File: src/rtl/fifo_pkg.sv
// Shared constants and types for the FIFO read-side stream adapter.
package fifo_pkg;

    localparam int unsigned DEF_DATA_WIDTH = 8;
    localparam int unsigned BUF_DEPTH      = 3;

    typedef logic [1:0] occ_t;

endpackage

File: src/rtl/fifo_skid_buf.sv
// Three-entry circular buffer that absorbs FIFO read data ahead of the stream sink.
module fifo_skid_buf
    import fifo_pkg::*;
#(
    parameter int unsigned DATA_WIDTH = DEF_DATA_WIDTH
) (
    input  logic                  clk,
    input  logic                  rst_n,
    input  logic                  push,
    input  logic [DATA_WIDTH-1:0] push_data,
    input  logic                  pop,
    output occ_t                  occ,
    output logic [DATA_WIDTH-1:0] head
);

    logic [DATA_WIDTH-1:0] mem [BUF_DEPTH];
    logic [1:0]            rd_idx;
    logic [1:0]            wr_idx;

    // Index advance with wrap at the buffer depth (depth is not a power of two).
    function automatic logic [1:0] idx_inc(input logic [1:0] idx);
        return (idx == 2'(BUF_DEPTH - 1)) ? 2'd0 : idx + 2'd1;
    endfunction

    // Entry writes, index advance and occupancy tracking.
    always_ff @(posedge clk or negedge rst_n) begin
        if (!rst_n) begin
            for (int i = 0; i < int'(BUF_DEPTH); i++) begin
                mem[i] <= '0;
            end
            rd_idx <= '0;
            wr_idx <= '0;
            occ    <= '0;
        end else begin
            if (push) begin
                mem[wr_idx] <= push_data;
                wr_idx      <= idx_inc(wr_idx);
            end
            if (pop) begin
                rd_idx <= idx_inc(rd_idx);
            end
            if (push && !pop) begin
                occ <= occ + 2'd1;
            end else if (!push && pop) begin
                occ <= occ - 2'd1;
            end
        end
    end

    assign head = mem[rd_idx];

    // The parent's read credit must keep pushes within capacity.
    a_no_overflow: assert property (@(posedge clk) disable iff (!rst_n)
        !(push && !pop && (occ == 2'(BUF_DEPTH))));

    // Pops are only legal while the buffer holds data.
    a_no_underflow: assert property (@(posedge clk) disable iff (!rst_n)
        !(pop && (occ == 2'd0)));

endmodule

File: src/rtl/fifo_rd_stream.sv
// Drains the async FIFO read port into a framed valid/ready stream at one beat per clock.
module fifo_rd_stream
    import fifo_pkg::*;
#(
    parameter int unsigned DATA_WIDTH = DEF_DATA_WIDTH,
    parameter int unsigned PKT_LEN    = 16,
    parameter int unsigned CNT_WIDTH  = 16
) (
    input  logic                  clk,
    input  logic                  rst_n,
    input  logic                  enable,
    input  logic                  fifo_empty,
    output logic                  fifo_rd_en,
    input  logic [DATA_WIDTH-1:0] fifo_data,
    output logic                  m_valid,
    input  logic                  m_ready,
    output logic [DATA_WIDTH-1:0] m_data,
    output logic                  m_last,
    output logic                  pkt_done,
    output logic [CNT_WIDTH-1:0]  pkt_cnt
);

    localparam int unsigned          IDX_WIDTH = 16;
    localparam logic [IDX_WIDTH-1:0] LAST_IDX  = IDX_WIDTH'(PKT_LEN - 1);

    logic                  inflight;
    occ_t                  occ;
    logic [DATA_WIDTH-1:0] head;
    logic [IDX_WIDTH-1:0]  beat_idx;
    logic [2:0]            credit_used;
    logic                  handshake;
    logic                  last_beat;

    // Words already committed: buffered entries plus the read still in the FIFO pipeline.
    assign credit_used = 3'(occ) + 3'(inflight);
    assign fifo_rd_en  = rst_n & enable & ~fifo_empty & (credit_used < 3'(BUF_DEPTH));

    assign m_valid   = (occ != 2'd0);
    assign m_data    = head;
    assign last_beat = (beat_idx == LAST_IDX);
    assign m_last    = m_valid & last_beat;
    assign handshake = m_valid & m_ready;

    fifo_skid_buf #(
        .DATA_WIDTH (DATA_WIDTH)
    ) u_buf (
        .clk       (clk),
        .rst_n     (rst_n),
        .push      (inflight),
        .push_data (fifo_data),
        .pop       (handshake),
        .occ       (occ),
        .head      (head)
    );

    // FIFO read data is valid one cycle after the request; remember which cycles carry it.
    always_ff @(posedge clk or negedge rst_n) begin
        if (!rst_n) begin
            inflight <= 1'b0;
        end else begin
            inflight <= fifo_rd_en;
        end
    end

    // Beat position within the packet, completion pulse and packet counter.
    always_ff @(posedge clk or negedge rst_n) begin
        if (!rst_n) begin
            beat_idx <= '0;
            pkt_done <= 1'b0;
            pkt_cnt  <= '0;
        end else begin
            pkt_done <= handshake & last_beat;
            if (handshake) begin
                beat_idx <= last_beat ? '0 : beat_idx + IDX_WIDTH'(1);
                if (last_beat) begin
                    pkt_cnt <= pkt_cnt + CNT_WIDTH'(1);
                end
            end
        end
    end

endmodule

File: config.mk
export PLATFORM = sky130hd
export DESIGN_NAME = fifo_rd_stream
export DESIGN_NICKNAME = d
export VERILOG_FILES = /design/src/rtl/fifo_pkg.sv /design/src/rtl/fifo_skid_buf.sv /design/src/rtl/fifo_rd_stream.sv
export SDC_FILE = /design/constraint.sdc
export NUM_CORES = 1
export LEC_CHECK = 0
export ABC_AREA = 0
export BUFFER_PORTS_ARGS = -buffer_cell sky130_fd_sc_hd__buf_2
export CORE_AREA = 3 3 81 83
export DETAILED_ROUTE_END_ITERATION = 12
export DIE_AREA = 0 0 84 86
export PLACE_DENSITY = 0.7
export SLEW_MARGIN = 15
export SYNTH_ARGS = -nofsm -noshare
export SYNTH_HDL_FRONTEND = slang
export SYNTH_SLANG_ARGS = --single-unit
File: constraint.sdc
create_clock -name clk -period 4.8 [get_ports clk]
set_input_delay 0.24 -clock clk [delete_from_list [all_inputs] [get_ports clk]]
set_output_delay 0.24 -clock clk [all_outputs]
set_load 0.05 [all_outputs]
==> results.toml, run 1 <==
[status]
status = "finished clean"

[worst_setup_path]
path_max_fanout = 5
cp-end-kind = "output port"
worstSetupStartpointType = "register"
cp_slowest_stage_delay_ns = 0.49
crit_type = "register to output port"
arrival_ns = 2.08
cp.required_ns = 4.56
crit_slowest_cell = "a2111oi_0"
cp_cell_sequence = "ha_1 -> ha_1 -> a2111oi_0 -> buf_2"
crit_path_frequent_cell = "ha_1"

[drt]
postRouteAntennaNets = 0
drt_iter0_markers = 74
vias = 1956
firstDrtPassIters = 4
wl_um = 5295
drcViolationCount = 0
wl_per_cell_um = 14.08
routed_via_density = 5.202

[global_routing]
grt_pass1_wl_um = 9273
grt_pass1_vias = 1992
antenna_found_initial = 0
grt_use_total = 0.1622
grt_overflow_total = 0
grt_max_degree = 66

[timing]
final.period_utilization = 0.4833
hold_viol = 0
relSlewSlack = 0.4726
setup_tns_ns = 0
fin_crit_ns = 2.320
drv_slew = 0
max_clock_freq_ghz = 0.4311
rsz0062_at_grt = "false"
finalSetupViolCount = 0
worst_pin_slew_ns = 0.7912
skew_ns = 0.004025

[layout]
drive_gt1_frac = 0.2957
finish.utilization = 0.5695
diodes = 0
syn_to_final_growth_pct = 14.10
final_nets = 314

[die]
num_io_pins = 41
dieWidth_um = 84
start_util = 0.4992
dieArea_um2 = 7224
die_h_um = 86
fp-row-count = 28
core_um2 = 5921

[synthesis]
avgSynthCellArea_um2 = 11.73
synth.distinct_cells = 34
synth.ff_latch_count = 64
synth_top_area_share = 0.5419
synth_seq_area_share = 0.5419
synth-main-ff-cell = "dfrtp_1"
synth_commonest_cells = "64 x dfrtp_1, 26 x mux2_2, 26 x nand2_1"
synth-edff-count = 0
yosys_warnings = 0
synth_cells = 252
synth_nets = 270
netlist_area_um2 = 2955
post-synth-top-count-cell = "dfrtp_1"
synthArstFlopShare = 1.000
synth_area_leaders = "dfrtp_1 54%, mux2_2 9.9%, xor2_1 5.0%, xnor2_1 3.9%, nand2_1 3.3%"
synth_top_area_cell = "dfrtp_1"

[flow_run]
cap_violations = 0

[clock_tree]
hold_buffers = 0
cts_resized = 0
htree_levels = 3
clk_pin_slew_ns = 0.07
cts_setup_buffers = 0
clock_latency_ns = 0.33
cts_tree = "yes"
cts_made_buffers = 9
root_buffer = "clkbuf_8"
clkSinkCount = 64
clk_path_buf_depth = 2

[min_path]
holdCritPathClass = "input port to asynchronous set/reset pin"

[place]
port_buffers = 40
hpwl_um = 3565
gp_congestion = 0.7377

[power]
ir_worst_vdd_mv = 0.3851
leakage_nw = 1.680
powerDensity_nw_per_um2 = 543.2
## report_power, final
part           total [W]  switching (W)  internal [W]  leakage, nW
logic           0.000621       0.000390      0.000231        0.788
clock network   0.000395       0.000197      0.000198       0.0899
registers       0.000815       0.000124      0.000691        0.802
total            0.00183       0.000711       0.00112         1.68
## state kept, by name (all words and copies together), names as in the netlist
name and count:
u_buf.mem 24, beat_idx 16, pkt_cnt 16, u_buf.occ 2, u_buf.rd_idx 2, u_buf.wr_idx 2, inflight 1, pkt_done 1
## kinds of logic after synthesis
| family | count (synthesis) | share of synthesized area |
|---|---|---|
| xor+xnor | 30 | 0.08891 |
| compound gates | 14 | 0.02625 |
| simple gates | 88 | 0.1672 |
| buf+inv | 17 | 0.02836 |
| flops | 64 | 0.5419 |
| fa+ha+maj | 5 | 0.02117 |
| mux | 34 | 0.1262 |
## metal layers
layer  part of all wire  up-vias  track usage
li1                   -      966            -
met1               0.50      943       0.2208
met2               0.45       40       0.2466
met3              0.041        7      0.04131
met4              0.012        0      0.07164
met5                  0        -            0
## layout make-up
cell class              instances  area [um^2]
well taps                      75        93.84
inverters                       9        33.78
multi-input cells             171         1270
flip-flops and latches         64         1602
fillers                       529         2549
clock buffers                  12        145.1
repair buffers                 41        207.7
clock inverters                 4        20.02
## worst max-delay path: cells and delay by family (launching register included)
| family | cells | cell delay (ns) |
|---|---|---|
| buffers and inverters | 1 | 0.36 |
| adders and majority gates | 2 | 0.49 |
| DFF | 1 | 0.42 |
| AOI/OAI and AO/OA | 1 | 0.49 |
## cell usage in the layout, fill, tap and decap left out, drive strengths merged
cell	n
nor3	6
and2	1
nand4b	1
and3	5
clkinv	4
ha	5
mux2	26
and4	2
nand3	15
dfrtp	64
nand2	26
mux2i	8
nor2b	2
or2	2
xnor2	13
nand4	4
xor2	17
or3	2
a21o	1
buf	41
nor2	9
a31oi	1
a2111oi	1
o21ai	11
nor4	13
inv	9
clkbuf	12
## metrics by stage
stage | hold WS [ns] | instance area (um^2) | std cells | power (W) | worst slack, ns
final | 0.07342 | 3372 | 376 | 0.001832 | 2.480
after global routing | 0.07664 | 3372 | 376 | 0.001941 | 2.296
after CTS | 0.06397 | 3372 | 376 | 0.001852 | 2.465
after detailed placement | 0.4222 | 3207 | 360 | 0.001451 | 2.498
after global placement | 0.4197 | 3207 | 360 | 0.001433 | 2.588
after floorplan | -0.05559 | 2955 | 252 | 0.001312 | 0.9883
## final timing paths
path / start / endpoint / slack [ns] / cells past startpoint
worst max-delay path: inflight / fifo_rd_en / 2.48 / 4
worst min-delay path: rst_n / u_buf.mem[2] / 0.07 / 2
worst max register to register: beat_idx[12] / pkt_cnt[1] / 2.50 / 4
worst min register to register: pkt_cnt[15] / pkt_cnt[15] / 0.47 / 1
max in group asynchronous: rst_n / beat_idx[10] / 4.21 / 2
min in group clk: fifo_empty / inflight / 0.08 / 2
No activity file was read; power rests on OpenSTA's default activity.
==> inputs of run 2 (changes only) <==
==> constraint.sdc (replaced) <==
create_clock -name clk -period 2.4 [get_ports clk]
set_input_delay 0.12 -clock clk [delete_from_list [all_inputs] [get_ports clk]]
set_output_delay 0.12 -clock clk [all_outputs]
set_load 0.05 [all_outputs]
==> run 2 against run 1 <==
- the run now ends with hold timing left
- clock power rose to 2.7 times the previous value
- register-to-register slack lost 2.1 ns
- sequential power is 94% higher
- worst hold slack lost 0.11 ns
- setup slack got worse by 2.2 ns
- combinational power is 110% higher
- first-iteration DRC count shrank 2.7%
- die area did not move
- power increased by 120%
- critical path type unchanged
- largest cell class unchanged
- highest routed layer unchanged
==> results.toml, run 2 (same netlist as run 1, synthesis figures left out) <==
[global_routing]
grt_pass1_wl_um = 9273
antenna_found_initial = 0
grt_max_degree = 65
use_met1 = 0.2124
grt_overflow_total = 0
grtUsageMet3 = 0.03458
grt_pass1_vias = 1983
use_met2 = 0.2574
grt_use_total = 0.1633
grt_busiest_layer = "met2"

[drt]
vias = 1994
drcViolationCount = 0
wl_per_cell_um = 14.22
drt_iter0_markers = 72
routed_via_density = 5.220
postRouteAntennaNets = 0
wl_um = 5433
firstDrtPassIters = 4

[power]
total_power_w = 0.003985
leakage_nw = 1.735
powerDensity_nw_per_um2 = 1141
ir_worst_vdd_mv = 0.6903

[die]
dieArea_um2 = 7224
start_util = 0.4992
dieWidth_um = 84
fp-row-count = 28
core_um2 = 5921
die_h_um = 86
num_io_pins = 41

[place]
gp_congestion = 0.7605
place_area_um2 = 3251
place_inst = 365
hpwl_um = 3746
port_buffers = 40

[worst_setup_path]
crit_slowest_cell = "dfrtp_1"
cp_slowest_stage_delay_ns = 0.43
crit_type = "register to output port"
cp_cell_sequence = "ha_1 -> ha_1 -> a2111oi_2 -> buf_2"
cp.required_ns = 2.28
crit_path_frequent_cell = "ha_1"
cp-end-kind = "output port"
path_max_fanout = 5
worstSetupStartpoint = "inflight"
worstSetupStartpointType = "register"
arrival_ns = 1.98
r2r-start = "u_buf.occ[0]"

[timing]
rsz0062_at_grt = "false"
fin_crit_ns = 2.100
finalSetupViolCount = 0
hold_ws_ns = -0.04128
worst_pin_slew_ns = 0.7842
setup_tns_ns = 0
relSlewSlack = 0.4772
final.period_utilization = 0.8749
skew_ns = 0.007451
hold_viol = 64
drv_slew = 0
max_clock_freq_ghz = 0.4762

[status]
violations = "hold timing"
status = "complete, but fails checks"

[layout]
multiInputGateArea_um2 = 1276
syn_to_final_growth_pct = 18.20
n_fill_cell = 506
layout_commonest_cell = "dfrtp_1"
largest_register = "u_buf.mem"
final_nets = 320
reg_top3 = "u_buf.mem x24, beat_idx x16, pkt_cnt x16"
drive_gt1_frac = 0.3094
final_cell_mix = "64 x dfrtp_1, 40 x buf_2, 26 x nand2_1, 26 x mux2_2, 17 x xor2_1"
fin_area_um2 = 3493
seq_area_um2 = 1602
layoutNonFillerInstCount = 382
diodes = 0
largest_register_ffs = 24

[clock_tree]
cts_resized = 0
cts_setup_buffers = 0
clk_pin_slew_ns = 0.07
clock_latency_ns = 0.34
clk_path_buf_depth = 2
cts_tree = "yes"
htree_levels = 3
cts_made_buffers = 9
root_buffer = "clkbuf_8"
clkSinkCount = 64

[min_path]
holdCritPathClass = "input port to asynchronous set/reset pin"

[flow_run]
cap_violations = 0
## run 2: cell types whose count changed in the layout (fill, tap and decap cells not counted), sizes merged
cell and change:
clkbuf +2, clkinv -4, dlygate4sd3 +1, buf +5, bufinv +2
## run 2: worst max-delay path: cells and delay by family, from the launching register on
| family | cells | cell delay [ns] |
|---|---|---|
| DFF | 1 | 0.43 |
| buffers and inverters | 1 | 0.33 |
| adders and majority gates | 2 | 0.51 |
| AOI/OAI and AO/OA | 1 | 0.38 |
## run 2: final timing paths
kind	end	slack [ns]	cells past startpoint
max in group asynchronous	pkt_cnt[7]	1.92	2
hold / removal	inflight	-0.04	2
setup reg to reg	pkt_cnt[15]	0.38	7
setup / recovery	fifo_rd_en	0.30	4
min in group clk	inflight	0.02	3
hold reg to reg	beat_idx[15]	0.48	1
## run 2: final cells by class
class | instances | share of cell area
sequential | 64 | 0.4585
multi-input combinational | 171 | 0.3653
timing repair buffer | 47 | 0.07307
clock buffer | 14 | 0.04943
tap | 75 | 0.02686
clock inverter | 2 | 0.01719
inverter | 9 | 0.009670
## run 2: through the flow
| stage | utilization | hold slack (ns) | worst slack (ns) |
|---|---|---|---|
| floorplan | - | -0.1756 | 0.1173 |
| global placement | 0.5490 | 0.2871 | 0.4254 |
| detailed placement | 0.5490 | 0.2902 | 0.3914 |
| CTS | 0.5900 | 0.0009262 | 0.2802 |
| global route | 0.5900 | 0.02309 | 0.1831 |
| finish | 0.5900 | -0.04128 | 0.3002 |
## run 2: layer usage
metal / share of wire / wire [um] / vias up
met3: 0.037 / 202 / 11
li1: - / - / 981
met4: 0.023 / 127 / 0
met1: 0.45 / 2471 / 966
met5: 0 / 0 / -
met2: 0.48 / 2631 / 36
## run 2: what timing repair did
action,in CTS,in global routing
hold buffers,1,0
setup endpoints to repair,0,0
endpoints found under the hold margin,1,0
## run 2: power breakdown
group	internal, W	switching, W	total (W)
logic	0.000491	0.000844	0.00133
registers	0.00138	0.000194	0.00158
clock network	0.000672	0.000400	0.00107
total	0.00255	0.00144	0.00398
==> inputs of run 3 (changes only) <==
==> constraint.sdc (replaced) <==
create_clock -name clk -period 2.53 [get_ports clk]
set_input_delay 0.1265 -clock clk [delete_from_list [all_inputs] [get_ports clk]]
set_output_delay 0.1265 -clock clk [all_outputs]
set_load 0.05 [all_outputs]
==> run 3 against run 2 <==
- the flow still finishes with violations (hold timing)
- sequential power is 4% lower
- critical path depth unchanged
- final area fell by 0.25%
- first-iteration DRC count decreased by 19%
- sequential share of layout area is 0.12 points higher
- clock skew shrank 0.0019 ns
- final cell count is 0.79% lower
- register-to-register slack improved by 0.18 ns
- clock power shrank 5%
- non-clock buffer count is 2 lower
- critical path type unchanged
==> results.toml, run 3 (same netlist as run 1, synthesis figures left out) <==
[timing]
max_clock_freq_ghz = 0.4779
fin_crit_ns = 2.092
finalSetupViolCount = 0
setup_tns_ns = 0
relSlewSlack = 0.4870
skew_ns = 0.005506
drv_slew = 0
hold_viol = 30
hold_ws_ns = -0.01918
final.period_utilization = 0.8271
worst_pin_slew_ns = 0.7695
rsz0062_at_grt = "false"

[min_path]
holdCritPathClass = "input port to asynchronous set/reset pin"

[worst_setup_path]
crit_path_frequent_cell = "ha_1"
cp.required_ns = 2.40
r2r_slack_ns = 0.56
cp_slowest_stage_delay_ns = 0.43
rr_endpoint = "pkt_cnt[1]"
crit_slowest_cell = "dfrtp_1"
crit_buf_inv = 1
cp-end-kind = "output port"
path_max_fanout = 5
crit_type = "register to output port"
r2r-start = "u_buf.occ[0]"
cp_cell_sequence = "ha_1 -> ha_1 -> a2111oi_2 -> buf_2"
crit_family = "adder cells"
reg2regPathDepth = 7
worstSetupStartpointType = "register"
arrival_ns = 1.97

[drt]
routed_via_density = 5.256
wl_per_cell_um = 14.20
vias = 1992
wl_um = 5382
drt_iter0_markers = 58
postRouteAntennaNets = 0
drcViolationCount = 0
firstDrtPassIters = 5

[layout]
diodes = 0
n_fill_cell = 500
seq_area_um2 = 1602
multiInputGateArea_um2 = 1276
fin_area_um2 = 3485
largest_register_ffs = 24
reg_top3 = "u_buf.mem x24, beat_idx x16, pkt_cnt x16"
layoutNonFillerInstCount = 379
largest_register = "u_buf.mem"
final_nets = 318
final_cell_mix = "64 x dfrtp_1, 40 x buf_2, 26 x nand2_1, 26 x mux2_2, 17 x xor2_1"
syn_to_final_growth_pct = 17.91
layout_commonest_cell = "dfrtp_1"
drive_gt1_frac = 0.3092

[power]
ir_worst_vdd_mv = 0.8448
pwr-share-clk = 0.271
powerDensity_nw_per_um2 = 1084
combPwrFrac = 0.326
total_power_w = 0.003776
p_sw_w = 0.001352
leakage_nw = 1.730
internal_power_w = 0.002424
pwr-share-seq = 0.403
p_sw_frac = 0.3581

[clock_tree]
clk_path_buf_depth = 2
cts_setup_buffers = 0
clk_pin_slew_ns = 0.06
cts_resized = 0
cts_made_buffers = 9
root_buffer = "clkbuf_8"
clock_latency_ns = 0.33
hold_buffers = 1
htree_levels = 3
clkSinkCount = 64
cts_tree = "yes"

[die]
start_util = 0.4992
die_h_um = 86
num_io_pins = 41
fp-row-count = 28
core_um2 = 5921
dieWidth_um = 84
dieArea_um2 = 7224

[global_routing]
grt_max_degree = 65
grt_use_total = 0.1629
grt_pass1_wl_um = 9211
grt_pass1_vias = 1983
grt_overflow_total = 0
antenna_found_initial = 0

[place]
port_buffers = 40
hpwl_um = 3720
place_area_um2 = 3236
gp_congestion = 0.7449
place_inst = 363

[status]
status = "complete, but fails checks"
violations = "hold timing"

[flow_run]
cap_violations = 0
run 3: changes by cell type in the layout (fill, tap and decap cells not counted):
cell	delta
buf_4	-2
clkbuf_8	+1
clkbuf_1	-2
run 3: layer usage:
layer | share of wire | vias to the layer above | GRT usage
li1 | - | 980 | -
met2 | 0.48 | 43 | 0.2654
met3 | 0.041 | 10 | 0.04323
met4 | 0.016 | 0 | 0.07895
met1 | 0.47 | 959 | 0.2024
met5 | 0 | - | 0
run 3: final cells by class:
cell class | count | area share
sequential | 64 | 0.4596
multi-input combinational | 171 | 0.3662
timing repair buffer | 45 | 0.06894
clock buffer | 13 | 0.05135
tap | 75 | 0.02693
clock inverter | 2 | 0.01724
inverter | 9 | 0.009695
run 3: power groups by stage:
stage | Combinational [W] | Sequential [W] | Clock, W
2_1_floorplan | 0.00103 | 0.00147 | 0
3_3_place_gp | 0.00123 | 0.00152 | 0
3_5_place_dp | 0.00125 | 0.00154 | 0
4_1_cts | 0.00125 | 0.00152 | 0.00105
5_1_grt | 0.00134 | 0.00157 | 0.00109
6_report | 0.00123 | 0.00152 | 0.00102
run 3: per-stage QoR:
stage / hold slack [ns] / util / setup WS, ns
finish: -0.01918 / 0.5885 / 0.4375
global route: 0.04347 / 0.5885 / 0.2035
CTS: 0.01470 / 0.5885 / 0.3900
detailed placement: 0.2971 / 0.5465 / 0.5797
global placement: 0.2951 / 0.5465 / 0.6191
floorplan: -0.1691 / - / 0.2473
run 3: worst max-delay path by stage:
stage / start / end / slack (ns) / cells after the start
floorplan: inflight / inflight / 0.25 / 3
global placement: u_buf.occ[0] / pkt_cnt[1] / 0.62 / 7
detailed placement: u_buf.occ[0] / pkt_cnt[1] / 0.58 / 7
CTS: inflight / fifo_rd_en / 0.39 / 4
global route: u_buf.rd_idx[0] / m_data[7] / 0.20 / 4
finish: inflight / fifo_rd_en / 0.44 / 4
run 3: worst register-to-register path: stages (launching register included):
cell,delay (ns)
dfrtp_1,0.42
or2_2,0.33
and2_4,0.18
inv_2,0.15
or2_1,0.13
buf_4,0.24
nor2_1,0.13
mux2_2,0.28
